--- src/rtl/power_gate_seq_if.sv ---
// Power-gate sequencer bundle: request/ack inputs and the registered control outputs.
//   sleep_req, wake_req : level requests to power the gated domain down / up
//   pwr_ack             : power-switch chain status (1 = domain powered), asynchronous
//   pwr_en, iso_en      : power-switch enable, isolation clamp enable
//   clk_en              : gated-domain clock enable
//   save, restore       : retention strobes to the always-on flops
//   busy, err           : sequence in progress, sticky ack-timeout flag
//   state               : current FSM encoding
// master = environment side (drives requests/ack), slave = the sequencer.
interface power_gate_seq_if;
    logic       sleep_req;
    logic       wake_req;
    logic       pwr_ack;
    logic       pwr_en;
    logic       iso_en;
    logic       clk_en;
    logic       save;
    logic       restore;
    logic       busy;
    logic       err;
    logic [3:0] state;

    modport master (
        output sleep_req, wake_req, pwr_ack,
        input  pwr_en, iso_en, clk_en, save, restore, busy, err, state
    );

    modport slave (
        input  sleep_req, wake_req, pwr_ack,
        output pwr_en, iso_en, clk_en, save, restore, busy, err, state
    );
endinterface

--- src/rtl/power_gate_seq.sv ---
// Power-gating sequencer for one switchable domain. Walks the domain down
// (stop clock, isolate, save retention, switch off) and back up (switch on,
// restore, de-isolate, start clock). All state lives on falling CLK edges to
// line up with the negative-edge always-on retention flops.
//   CLK  : clock, falling edge active
//   RSTB : asynchronous active-low reset
//   bus  : power_gate_seq_if.slave (requests, pwr_ack, registered control outputs)
// Parameters:
//   SAVE_CYC    : cycles spent in SAVE and in RESTORE (1..255)
//   ACK_TIMEOUT : wait cycles in PWR_OFF / PWR_ON before err is raised (1..255)
module power_gate_seq #(
    parameter int unsigned SAVE_CYC    = 2,
    parameter int unsigned ACK_TIMEOUT = 15
) (
    input logic             CLK,
    input logic             RSTB,
    power_gate_seq_if.slave bus
);
    typedef enum logic [3:0] {
        StOn       = 4'd0,
        StStopClk  = 4'd1,
        StIsolate  = 4'd2,
        StSave     = 4'd3,
        StPwrOff   = 4'd4,
        StOff      = 4'd5,
        StPwrOn    = 4'd6,
        StRestore  = 4'd7,
        StDeiso    = 4'd8,
        StStartClk = 4'd9
    } state_e;

    localparam logic [7:0] DwellLast = 8'(SAVE_CYC - 1);
    localparam logic [7:0] AckLimit  = 8'(ACK_TIMEOUT);

    // Held as a raw 4-bit vector so the unused encodings 10-15 are representable
    // and fall through to the recovery branch.
    logic [3:0] state_q;
    state_e     state_d;
    logic [7:0] cnt_q, cnt_d, cnt_inc;
    logic       ack_s1_q, ack_s2_q;
    logic       waiting;
    logic       err_q, err_d;
    logic       pwr_en_q, pwr_en_d;
    logic       iso_en_q, iso_en_d;
    logic       clk_en_q, clk_en_d;
    logic       save_q, save_d;
    logic       restore_q, restore_d;
    logic       busy_q, busy_d;

    always_comb begin
        cnt_inc = (cnt_q == 8'hff) ? cnt_q : cnt_q + 8'd1;
        waiting = 1'b0;
        state_d = StOn;
        case (state_q)
            StOn:       state_d = bus.sleep_req ? StStopClk : StOn;
            StStopClk:  state_d = StIsolate;
            StIsolate:  state_d = StSave;
            StSave:     state_d = (cnt_q >= DwellLast) ? StPwrOff : StSave;
            StPwrOff: begin
                waiting = 1'b1;
                state_d = ack_s2_q ? StPwrOff : StOff;
            end
            StOff:      state_d = bus.wake_req ? StPwrOn : StOff;
            StPwrOn: begin
                waiting = 1'b1;
                state_d = ack_s2_q ? StRestore : StPwrOn;
            end
            StRestore:  state_d = (cnt_q >= DwellLast) ? StDeiso : StRestore;
            StDeiso:    state_d = StStartClk;
            StStartClk: state_d = StOn;
            default:    state_d = StOn;
        endcase

        cnt_d = (state_d != state_q) ? 8'd0 : cnt_inc;
        // Timeout only flags; the FSM keeps waiting for the ack.
        err_d = err_q | (waiting && (state_d == state_q) && (cnt_inc >= AckLimit));

        // Moore outputs decoded from the next state so they register on the same edge.
        clk_en_d  = (state_d == StOn) || (state_d == StStartClk);
        iso_en_d  = (state_d >= StIsolate) && (state_d <= StRestore);
        save_d    = (state_d == StSave);
        restore_d = (state_d == StRestore);
        pwr_en_d  = !((state_d == StPwrOff) || (state_d == StOff));
        busy_d    = !((state_d == StOn) || (state_d == StOff));
    end

    always_ff @(negedge CLK or negedge RSTB) begin
        if (!RSTB) begin
            state_q   <= StOn;
            cnt_q     <= 8'd0;
            ack_s1_q  <= 1'b1;
            ack_s2_q  <= 1'b1;
            err_q     <= 1'b0;
            pwr_en_q  <= 1'b1;
            iso_en_q  <= 1'b0;
            clk_en_q  <= 1'b1;
            save_q    <= 1'b0;
            restore_q <= 1'b0;
            busy_q    <= 1'b0;
        end else begin
            state_q   <= state_d;
            cnt_q     <= cnt_d;
            ack_s1_q  <= bus.pwr_ack;
            ack_s2_q  <= ack_s1_q;
            err_q     <= err_d;
            pwr_en_q  <= pwr_en_d;
            iso_en_q  <= iso_en_d;
            clk_en_q  <= clk_en_d;
            save_q    <= save_d;
            restore_q <= restore_d;
            busy_q    <= busy_d;
        end
    end

    assign bus.state   = state_q;
    assign bus.pwr_en  = pwr_en_q;
    assign bus.iso_en  = iso_en_q;
    assign bus.clk_en  = clk_en_q;
    assign bus.save    = save_q;
    assign bus.restore = restore_q;
    assign bus.busy    = busy_q;
    assign bus.err     = err_q;
endmodule

--- src/flat_wrapper.sv ---
// flat-port wrapper written by rule: the top's interface ports become plain ports
module power_gate_seq_flat 
#(
    parameter int unsigned SAVE_CYC    = 2,
    parameter int unsigned ACK_TIMEOUT = 15
)
  (CLK, RSTB, bus_sleep_req, bus_wake_req, bus_pwr_ack, bus_pwr_en, bus_iso_en, bus_clk_en, bus_save, bus_restore, bus_busy, bus_err, bus_state);
  power_gate_seq_if bus_i ();
  input logic CLK;
  input logic RSTB;
  input wire logic [$bits(bus_i.sleep_req)-1:0] bus_sleep_req;
  input wire logic [$bits(bus_i.wake_req)-1:0] bus_wake_req;
  input wire logic [$bits(bus_i.pwr_ack)-1:0] bus_pwr_ack;
  output wire logic [$bits(bus_i.pwr_en)-1:0] bus_pwr_en;
  output wire logic [$bits(bus_i.iso_en)-1:0] bus_iso_en;
  output wire logic [$bits(bus_i.clk_en)-1:0] bus_clk_en;
  output wire logic [$bits(bus_i.save)-1:0] bus_save;
  output wire logic [$bits(bus_i.restore)-1:0] bus_restore;
  output wire logic [$bits(bus_i.busy)-1:0] bus_busy;
  output wire logic [$bits(bus_i.err)-1:0] bus_err;
  output wire logic [$bits(bus_i.state)-1:0] bus_state;
  assign bus_i.sleep_req = bus_sleep_req;
  assign bus_i.wake_req = bus_wake_req;
  assign bus_i.pwr_ack = bus_pwr_ack;
  assign bus_pwr_en = bus_i.pwr_en;
  assign bus_iso_en = bus_i.iso_en;
  assign bus_clk_en = bus_i.clk_en;
  assign bus_save = bus_i.save;
  assign bus_restore = bus_i.restore;
  assign bus_busy = bus_i.busy;
  assign bus_err = bus_i.err;
  assign bus_state = bus_i.state;
  power_gate_seq #(.SAVE_CYC(SAVE_CYC), .ACK_TIMEOUT(ACK_TIMEOUT)) u_core (.CLK(CLK), .RSTB(RSTB), .bus(bus_i));
endmodule
--- config.mk ---
export PLATFORM = sky130hd
export DESIGN_NAME = power_gate_seq_flat
export DESIGN_NICKNAME = d
export VERILOG_FILES = /design/src/rtl/power_gate_seq_if.sv /design/src/rtl/power_gate_seq.sv /design/src/flat_wrapper.sv
export SDC_FILE = /design/constraint.sdc
export NUM_CORES = 1
export LEC_CHECK = 0
export ABC_AREA = 1
export ABC_CLOCK_PERIOD_IN_PS = 1650
export BUFFER_PORTS_ARGS = -buffer_cell sky130_fd_sc_hd__buf_2
export CORE_MARGIN = 2
export CORE_UTILIZATION = 51
export CTS_CLUSTER_DIAMETER = 100
export CTS_CLUSTER_SIZE = 25
export DETAILED_ROUTE_END_ITERATION = 7
export GPL_TIMING_DRIVEN = 0
export PLACE_DENSITY = 0.74
export SLEW_MARGIN = 20
export SYNTH_ARGS = -nofsm -noshare
export SYNTH_HDL_FRONTEND = slang
export SYNTH_SLANG_ARGS = --single-unit
--- constraint.sdc ---
create_clock -name CLK -period 1.65 [get_ports CLK]
set_input_delay 0.4125 -clock CLK [delete_from_list [all_inputs] [get_ports CLK]]
set_output_delay 0.4125 -clock CLK [all_outputs]
set_load 0.01 [all_outputs]
==> key figures, run 1 <==
Status
  • Status: complete, but fails checks
  • Failing checks: setup timing

Clock network
  • Worst-path clk slew: 50 ps
  • Root buffer cell: clkbuf_4
  • H-Tree Depth: 1
  • Clock sinks: 21
  • Clock buffer depth: 2
  • Clk Latency, worst-skew pair: 370 ps
  • Cts hold-fix bufs: 0
  • CTS tree: yes
  • CTS buffer count: 3

Setup path
  • WP data arrival: 1800 ps
  • CP Buf/Inv Count: 1
  • Worst r2r path cells: 12
  • CP Max Fanout: 1
  • Critical Path End Type: output port
  • Req. time, crit path: 1240 ps
  • Crit. Startpoint: u_core.bus.clk_en
  • Worst-path cell chain: buf_6
  • Top cell family by delay on the critical path: flip-flops
  • Critical path class: reg2out
  • Reg2Reg Setup Slack: -170 ps
  • Worst Setup Start Kind: flip-flop
  • Worst path slowest cell: dfstp_2
  • Worst r2r dst: u_core.bus.err
  • Worst r2r src: u_core.cnt_q[0]
  • Critical path's largest stage delay: 520 ps

Power and ir drop
  • Pint: 1.796 mW
  • Maximum VDD drop: 1.652 mV
  • Comb pwr share: 68.2%
  • Power density cells: 2080 nW/um2
  • Leak pwr: 0.8277 nW
  • Sequential power share: 22.5%
  • Sw Share: 49.83%
  • Psw: 1.783 mW
  • Clock power frac: 9.2%

Cells and area
  • Share of cells above drive strength 1: 43.27%
  • Layout area overhead: 37.64%
  • Commonest non-fill, non-tap cell in the layout: nand2_1
  • Final net count: 217
  • Ant diodes: 0
  • Non-filler instance count after layout: 236
  • Final Util: 76.30%
  • Design Area, Final: 1720 um2
  • Commonest non-fill, non-tap cells in the layout: nand2_1, inv_1, dfrtn_1

Floorplan
  • Die width: 53.51 um
  • Starting Density: 55.44%
  • Row count: 17
  • CORE AREA: 2255 um2
  • Die area: 2863 um2
  • I/O pins: 16
  • Die height: 53.51 um

Placement
  • IO buf count: 15
  • Post-DP HPWL: 2098 um
  • GP Congestion: 0.9235
  • Placed Area: 1381 um2
  • Post-placement cell count: 219

Job
  • Max Cap Violations: 0

GRT
  • First-pass GRT wire length: 5168 um
  • Largest net degree at the start of global routing: 22
  • Grt ovf: 0
  • Vias in the first global route: 1187
  • Initial antenna violation count: 0
  • Total track usage: 25.39%

Detailed routing
  • Average vias per placed instance: 5.521
  • Final ANT Viol Nets: 0
  • Total number of vias: 1303
  • DR WL/cell: 14.94 um
  • First-pass iteration count of the detailed router: 6
  • DRC: 0
  • Final wirelength: 3527 um
  • Initial DRC Count: 43

Logic synthesis
  • FF+latch count, synth: 21
  • Syn_area_per_cell: 7.102 um2
  • Syn Nets: 184
  • Synthesis Warnings: 0
  • Distinct cells, synth: 20
  • Seq/Total Area, Yosys: 42.44%
  • Synthesized cell area: 1250 um2
  • Post-Synthesis Cells: 176

Min path
  • WHS Endpoint: u_core.ack_s2_q
  • Min-Delay Path Depth: 0
  • Worst hold path class: reg2reg
  • Min-delay src: u_core.ack_s1_q

Timing
  • Clk_skew: 69.32 ps
  • Worst-margin pin slew: 463.4 ps
  • Final hold slack: 361.3 ps
  • Fin worst setup slack: -566.1 ps
  • Unrepaired setup endpoints after global routing: yes
  • Final Hold Viols: 0
  • Final Max Slew Viols: 0
  • Fin Setup TNS: -7815 ps
  • Relative slew slack: 69.11%
  • Final setup fails: 26
==> per-layer routing <==
metal	track usage, %	vias to the layer above	share of wire [%]
met3	3.390	8	6.1
met2	45.47	55	52
li1	-	604	-
met4	6.410	0	0.94
met5	0	-	0
met1	31.96	636	41
==> power groups by stage <==
stage / Clock [mW] / Combinational (mW) / Sequential (mW)
6_report: 0.330 / 2.44 / 0.807
5_1_grt: 0.372 / 2.66 / 0.817
4_1_cts: 0.332 / 1.72 / 0.795
3_5_place_dp: 0.0189 / 1.40 / 0.815
3_3_place_gp: 0.0189 / 1.37 / 0.808
2_1_floorplan: 0.0189 / 1.00 / 0.849
==> Yosys cell counts <==
master	n	area share, %
inv_1	25	7.5
nand3_2	1	0.80
nor2_4	1	0.90
nor3_1	1	0.40
nand3b_1	2	1.2
xnor2_1	1	0.70
ha_1	3	3.0
dfstp_2	4	8.4
nand2_2	5	2.5
nor2_1	22	6.6
dfrtn_1	17	34
inv_2	2	0.60
nor2_2	4	2.0
a21oi_1	8	3.2
nand3_1	16	6.4
buf_4	1	0.60
o21ai_0	8	3.2
a31oi_1	1	0.50
nand2_1	52	16
buf_6	2	1.8
==> stage by stage <==
| step | power (mW) | worst slack (ps) |
|---|---|---|
| finish | 3.579 | -566.1 |
| global route | 3.845 | -606.8 |
| CTS | 2.843 | -565.0 |
| detailed placement | 2.238 | -542.3 |
| global placement | 2.196 | -517.3 |
| floorplan | 1.872 | -272.0 |
==> layout make-up <==
class                      instances  area, um2
timing repair buffer              25      180.2
multi-input combinational        125      774.5
fill                             159      534.3
buffer                             3      30.03
tap                               28      35.03
inverter                          26      118.9
sequential                        21      530.5
clock buffer                       4      36.28
clock inverter                     4      15.01
==> registers in the layout (all words and copies together), names as in the netlist <==
name,count
u_core.bus.pwr_en,1
u_core.ack_s2_q,1
u_core.bus.state,4
u_core.bus.iso_en,1
u_core.cnt_q,8
u_core.bus.err,1
u_core.bus.clk_en,1
u_core.bus.busy,1
u_core.bus.save,1
u_core.bus.restore,1
u_core.ack_s1_q,1
==> how the worst max path moves through the flow <==
stage	slack (ps)	cells after the start	endpoint
after floorplan	-270	9	u_core.cnt_q[2]
after global placement	-520	9	u_core.bus.save
after detailed placement	-540	10	u_core.cnt_q[7]
after CTS	-560	1	bus_clk_en
after global routing	-610	1	bus_clk_en
final	-570	1	bus_clk_en
==> kinds of logic after synthesis <==
| group | share of synthesized area [%] |
|---|---|
| adder cells (fa/ha/maj) | 3.003 |
| XOR/XNOR | 0.7008 |
| flip-flops | 42.44 |
| AO/OA/AOI/OAI | 6.907 |
| AND/OR/NAND/NOR | 36.44 |
| buffers and inverters | 10.51 |
==> what timing repair did <==
| action | 4_1_cts | 5_1_grt |
|---|---|---|
| resized for setup | 19 | 41 |
| pin swaps | 7 | 11 |
| endpoints found under the hold margin | 0 | 0 |
| setup endpoints to repair | 26 | 28 |
| setup buffers | 5 | 5 |
Note: power is estimated with default switching activity, not from simulation.
==> run 2, diff against run 1 <==
Settings changed: BUFFER_PORTS_ARGS -buffer_cell sky130_fd_sc_hd__buf_2 to default, CORE_UTILIZATION 51 to 55, CTS_CLUSTER_DIAMETER 100 to default, DONT_BUFFER_PORTS from default to 1, PLACE_DENSITY 0.74 to 0.73.
==> key figures, run 2 (synthesis gave the netlist of run 1 again) <==
Power and ir drop
  • Sw Share: 48.99%
  • Psw: 1.536 mW
  • Pint: 1.599 mW
  • Sequential power share: 28.2%
  • Maximum VDD drop: 1.814 mV
  • Comb pwr share: 59.0%
  • Clock power frac: 12.8%
  • Leak pwr: 0.7583 nW
  • Power density cells: 2003 nW/um2

Cells and area
  • Final net count: 201
  • Ant diodes: 0
  • Top reg by flops: u_core.cnt_q
  • Share of cells above drive strength 1: 35.42%
  • Layout area overhead: 25.23%
  • Max FFs per register: 8
  • Final Util: 72.15%
  • Design Area, Final: 1565 um2
  • Commonest non-fill, non-tap cells in the layout: nand2_1, inv_1, dfrtn_1
  • Commonest non-fill, non-tap cell in the layout: nand2_1
  • FILL cells: 163

Clock network
  • Cts hold-fix bufs: 0
  • Root buffer cell: clkbuf_4
  • Clk Latency, worst-skew pair: 380 ps
  • CTS buffer count: 3
  • CTS tree: yes
  • H-Tree Depth: 1
  • Clock buffer depth: 2
  • Clock sinks: 21
  • Worst-path clk slew: 50 ps

Detailed routing
  • DR WL/cell: 13.75 um
  • Final ANT Viol Nets: 0
  • Initial DRC Count: 47
  • Average vias per placed instance: 5.373
  • DRC: 0
  • Total number of vias: 1182
  • First-pass iteration count of the detailed router: 4
  • Final wirelength: 3024 um

Status
  • Status: complete, but fails checks
  • Failing checks: setup timing

Min path
  • Worst hold path class: reg2reg

Timing
  • Clk_skew: 75.17 ps
  • Worst-margin pin slew: 318.5 ps
  • Relative slew slack: 78.77%
  • Final Max Slew Viols: 0
  • Final hold slack: 347.4 ps
  • Final setup fails: 20
  • Fin worst setup slack: -514.0 ps
  • Unrepaired setup endpoints after global routing: yes
  • Final Hold Viols: 0

Setup path
  • Critical path class: reg2out
  • CP Max Fanout: 1
  • Critical Path End Type: output port
  • WP data arrival: 1750 ps
  • Req. time, crit path: 1240 ps
  • Worst Setup Start Kind: flip-flop

GRT
  • Total track usage: 23.08%
  • Initial antenna violation count: 0
  • Largest net degree at the start of global routing: 22
  • Vias in the first global route: 1113
  • First-pass GRT wire length: 4609 um
  • Grt ovf: 0

Placement
  • IO buf count: 0
  • Post-DP HPWL: 1887 um
  • Placed Area: 1306 um2
  • GP Congestion: 0.8881
  • Pre-CTS WS: -387.2 ps

Floorplan
  • Die height: 51.67 um
  • Starting Density: 57.61%
  • CORE AREA: 2170 um2
  • Die area: 2670 um2
  • Die width: 51.67 um
  • Row count: 17
  • I/O pins: 16

Job
  • Max Cap Violations: 0
==> run 2: what timing repair did <==
| item | CTS | global route |
|---|---|---|
| endpoints found under the setup margin | 23 | 25 |
| gates resized for setup | 14 | 28 |
| pin swaps | 2 | 6 |
| buffers inserted | 5 | 4 |
==> run 2: through the flow <==
| stage | TNS [ps] | power, mW | instances |
|---|---|---|---|
| finish | -5017 | 3.135 | 220 |
| global placement | -5562 | 2.097 | 204 |
| CTS | -4666 | 2.741 | 216 |
| detailed placement | -5595 | 2.121 | 204 |
| global route | -6318 | 3.367 | 220 |
| floorplan | -3875 | 1.872 | 176 |
==> run 2: per-layer routing <==
layer	track usage [%]	share of wire [%]
met1	30.00	44
met2	38.25	47
met3	5.172	7.0
met4	7.456	1.2
met5	0	0
==> run 2: final cells by class <==
cell class	count	area [um2]	area share [%]
multi-input combinational	125	720.7	46.04
sequential	21	530.5	33.89
inverter	26	115.1	7.354
timing repair buffer	9	67.56	4.317
clock buffer	4	47.55	3.038
tap	28	35.03	2.238
buffer	3	33.78	2.158
clock inverter	4	15.01	0.9592
==> run 2: path summary, 6_finish.rpt <==
check                                    end  slack (ps)         startpoint  cells past startpoint
max reg2reg                   u_core.bus.err         -90    u_core.cnt_q[1]                      9
min                          u_core.ack_s2_q         350    u_core.ack_s1_q                      0
min in group asynchronous  u_core.bus.iso_en         500               RSTB                      0
min reg2reg                  u_core.ack_s2_q         350    u_core.ack_s1_q                      0
max in group asynchronous    u_core.ack_s1_q         910               RSTB                      0
max                               bus_clk_en        -510  u_core.bus.clk_en                      0
==> run 2: power groups by stage <==
| stage | Combinational (mW) | Clock [mW] | Sequential, mW |
|---|---|---|---|
| 6_report | 1.85 | 0.400 | 0.885 |
| 5_1_grt | 2.04 | 0.428 | 0.901 |
| 4_1_cts | 1.46 | 0.405 | 0.871 |
| 3_5_place_dp | 1.22 | 0.0189 | 0.883 |
| 3_3_place_gp | 1.19 | 0.0189 | 0.884 |
| 2_1_floorplan | 1.00 | 0.0189 | 0.849 |
==> run 3, diff against run 2 <==
Settings changed: CELL_PAD_IN_SITES_DETAIL_PLACEMENT from default to 0, CELL_PAD_IN_SITES_GLOBAL_PLACEMENT from default to 1, CORE_UTILIZATION 55 to 40, PLACE_DENSITY 0.73 to default, PLACE_DENSITY_LB_ADDON from default to 0.1.
==> key figures, run 3 (synthesis gave the netlist of run 1 again) <==
Cells and area
  • Final Util: 48.83%
  • Max FFs per register: 8
  • Commonest non-fill, non-tap cell in the layout: nand2_1
  • Non-filler instance count after layout: 222
  • Layout area overhead: 17.32%
  • Final net count: 198
  • Share of cells above drive strength 1: 29.10%
  • Commonest non-fill, non-tap cells in the layout: nand2_1, inv_1, nor2_1
  • Top reg by flops: u_core.cnt_q
  • Ant diodes: 0
  • Design Area, Final: 1466 um2

Clock network
  • Clock sinks: 21
  • Clock buffer depth: 2
  • CTS tree: yes
  • H-Tree Depth: 1
  • Root buffer cell: clkbuf_4
  • CTS buffer count: 3
  • Clk Latency, worst-skew pair: 360 ps
  • Worst-path clk slew: 40 ps
  • Cts hold-fix bufs: 0

Timing
  • Unrepaired setup endpoints after global routing: yes
  • Final Hold Viols: 0
  • Relative slew slack: 80.09%
  • Final hold slack: 356.8 ps
  • Fin Setup TNS: -4578 ps
  • Final setup fails: 19
  • Worst-margin pin slew: 298.7 ps
  • Final Max Slew Viols: 0
  • Clk_skew: 66.14 ps
  • Fin worst setup slack: -489.0 ps

Status
  • Status: complete, but fails checks
  • Failing checks: setup timing

GRT
  • Initial antenna violation count: 0
  • Largest net degree at the start of global routing: 22
  • Vias in the first global route: 1048
  • Total track usage: 17.10%
  • First-pass GRT wire length: 4560 um
  • Grt ovf: 0

Floorplan
  • I/O pins: 16
  • CORE AREA: 3003 um2
  • Die width: 59.90 um
  • Row count: 20
  • Starting Density: 41.63%
  • Die height: 59.90 um
  • Die area: 3588 um2

Placement
  • Post-placement cell count: 209
  • GP Congestion: 0.8170
  • Placed Area: 1313 um2
  • IO buf count: 0
  • Post-DP HPWL: 2039 um

Detailed routing
  • Initial DRC Count: 49
  • Total number of vias: 1094
  • Final wirelength: 2667 um
  • DRC: 0
  • Final ANT Viol Nets: 0
  • First-pass iteration count of the detailed router: 4
  • Average vias per placed instance: 4.928
  • DR WL/cell: 12.01 um

Setup path
  • Critical path class: reg2out
  • WP data arrival: 1730 ps
  • Critical Path End Type: output port
  • Req. time, crit path: 1240 ps
  • Worst Setup Start Kind: flip-flop
  • CP Max Fanout: 1

Power and ir drop
  • Power density cells: 1830 nW/um2
  • Maximum VDD drop: 0.9760 mV
  • Leak pwr: 0.7222 nW

Min path
  • Worst hold path class: reg2reg

Job
  • Max Cap Violations: 0
## run 3: changes by cell type in the layout (fill, tap and decap cells not counted), moves of 2 or more
cell / change
buf_4: -3
nor2_1: +3
a21oi_1: +2
a21oi_2: -2
inv_1: +2
nor2_4: -2
## run 3: worst paths after layout
kind                                     start                  end  slack (ps)  cells past startpoint
setup / recovery             u_core.bus.pwr_en           bus_pwr_en        -490                      0
max in group asynchronous                 RSTB      u_core.ack_s2_q         910                      0
setup reg to reg           u_core.bus.state[0]      u_core.cnt_q[2]         -20                     12
min in group asynchronous                 RSTB  u_core.bus.state[0]         500                      0
hold reg to reg                u_core.ack_s1_q      u_core.ack_s2_q         360                      0
hold / removal                 u_core.ack_s1_q      u_core.ack_s2_q         360                      0
## run 3: layout make-up
type	instances	area, um2
Clock inverter	5	23.77
Clock buffer	3	22.52
Buffer	3	30.03
Multi-Input combinational cell	125	660.6
Fill cell	310	1536
Timing Repair Buffer	6	45.04
Tap cell	33	41.29
Sequential cell	21	530.5
Inverter	26	112.6
## run 3: power breakdown
group | internal, mW | total [mW] | leakage (nW) | switching, mW
Sequential | 0.695 | 0.882 | 0.259 | 0.187
Clock | 0.108 | 0.293 | 0.0392 | 0.185
Combinational | 0.550 | 1.51 | 0.424 | 0.959
## run 3: stage by stage
step / setup WS [ps] / power (mW)
after CTS: -492.5 / 2.596
after floorplan: -272.0 / 1.872
after global placement: -402.5 / 2.138
after detailed placement: -406.5 / 2.147
after global routing: -536.3 / 2.976
final: -489.0 / 2.684
## run 3: what timing repair did
| action | in CTS | in global routing |
|---|---|---|
| setup buffers | 4 | 2 |
| setup endpoints to repair | 23 | 26 |
| resized for setup | 14 | 11 |
| pin swaps | 2 | 2 |
## run 3: per-layer routing
layer  share of wire [%]  track usage [%]  vias up
li1                    -                -      569
met1                  53            26.02      508
met4                0.94            4.762        0
met5                   0                0        -
met2                  43            23.91       13
met3                 3.1            4.113        4
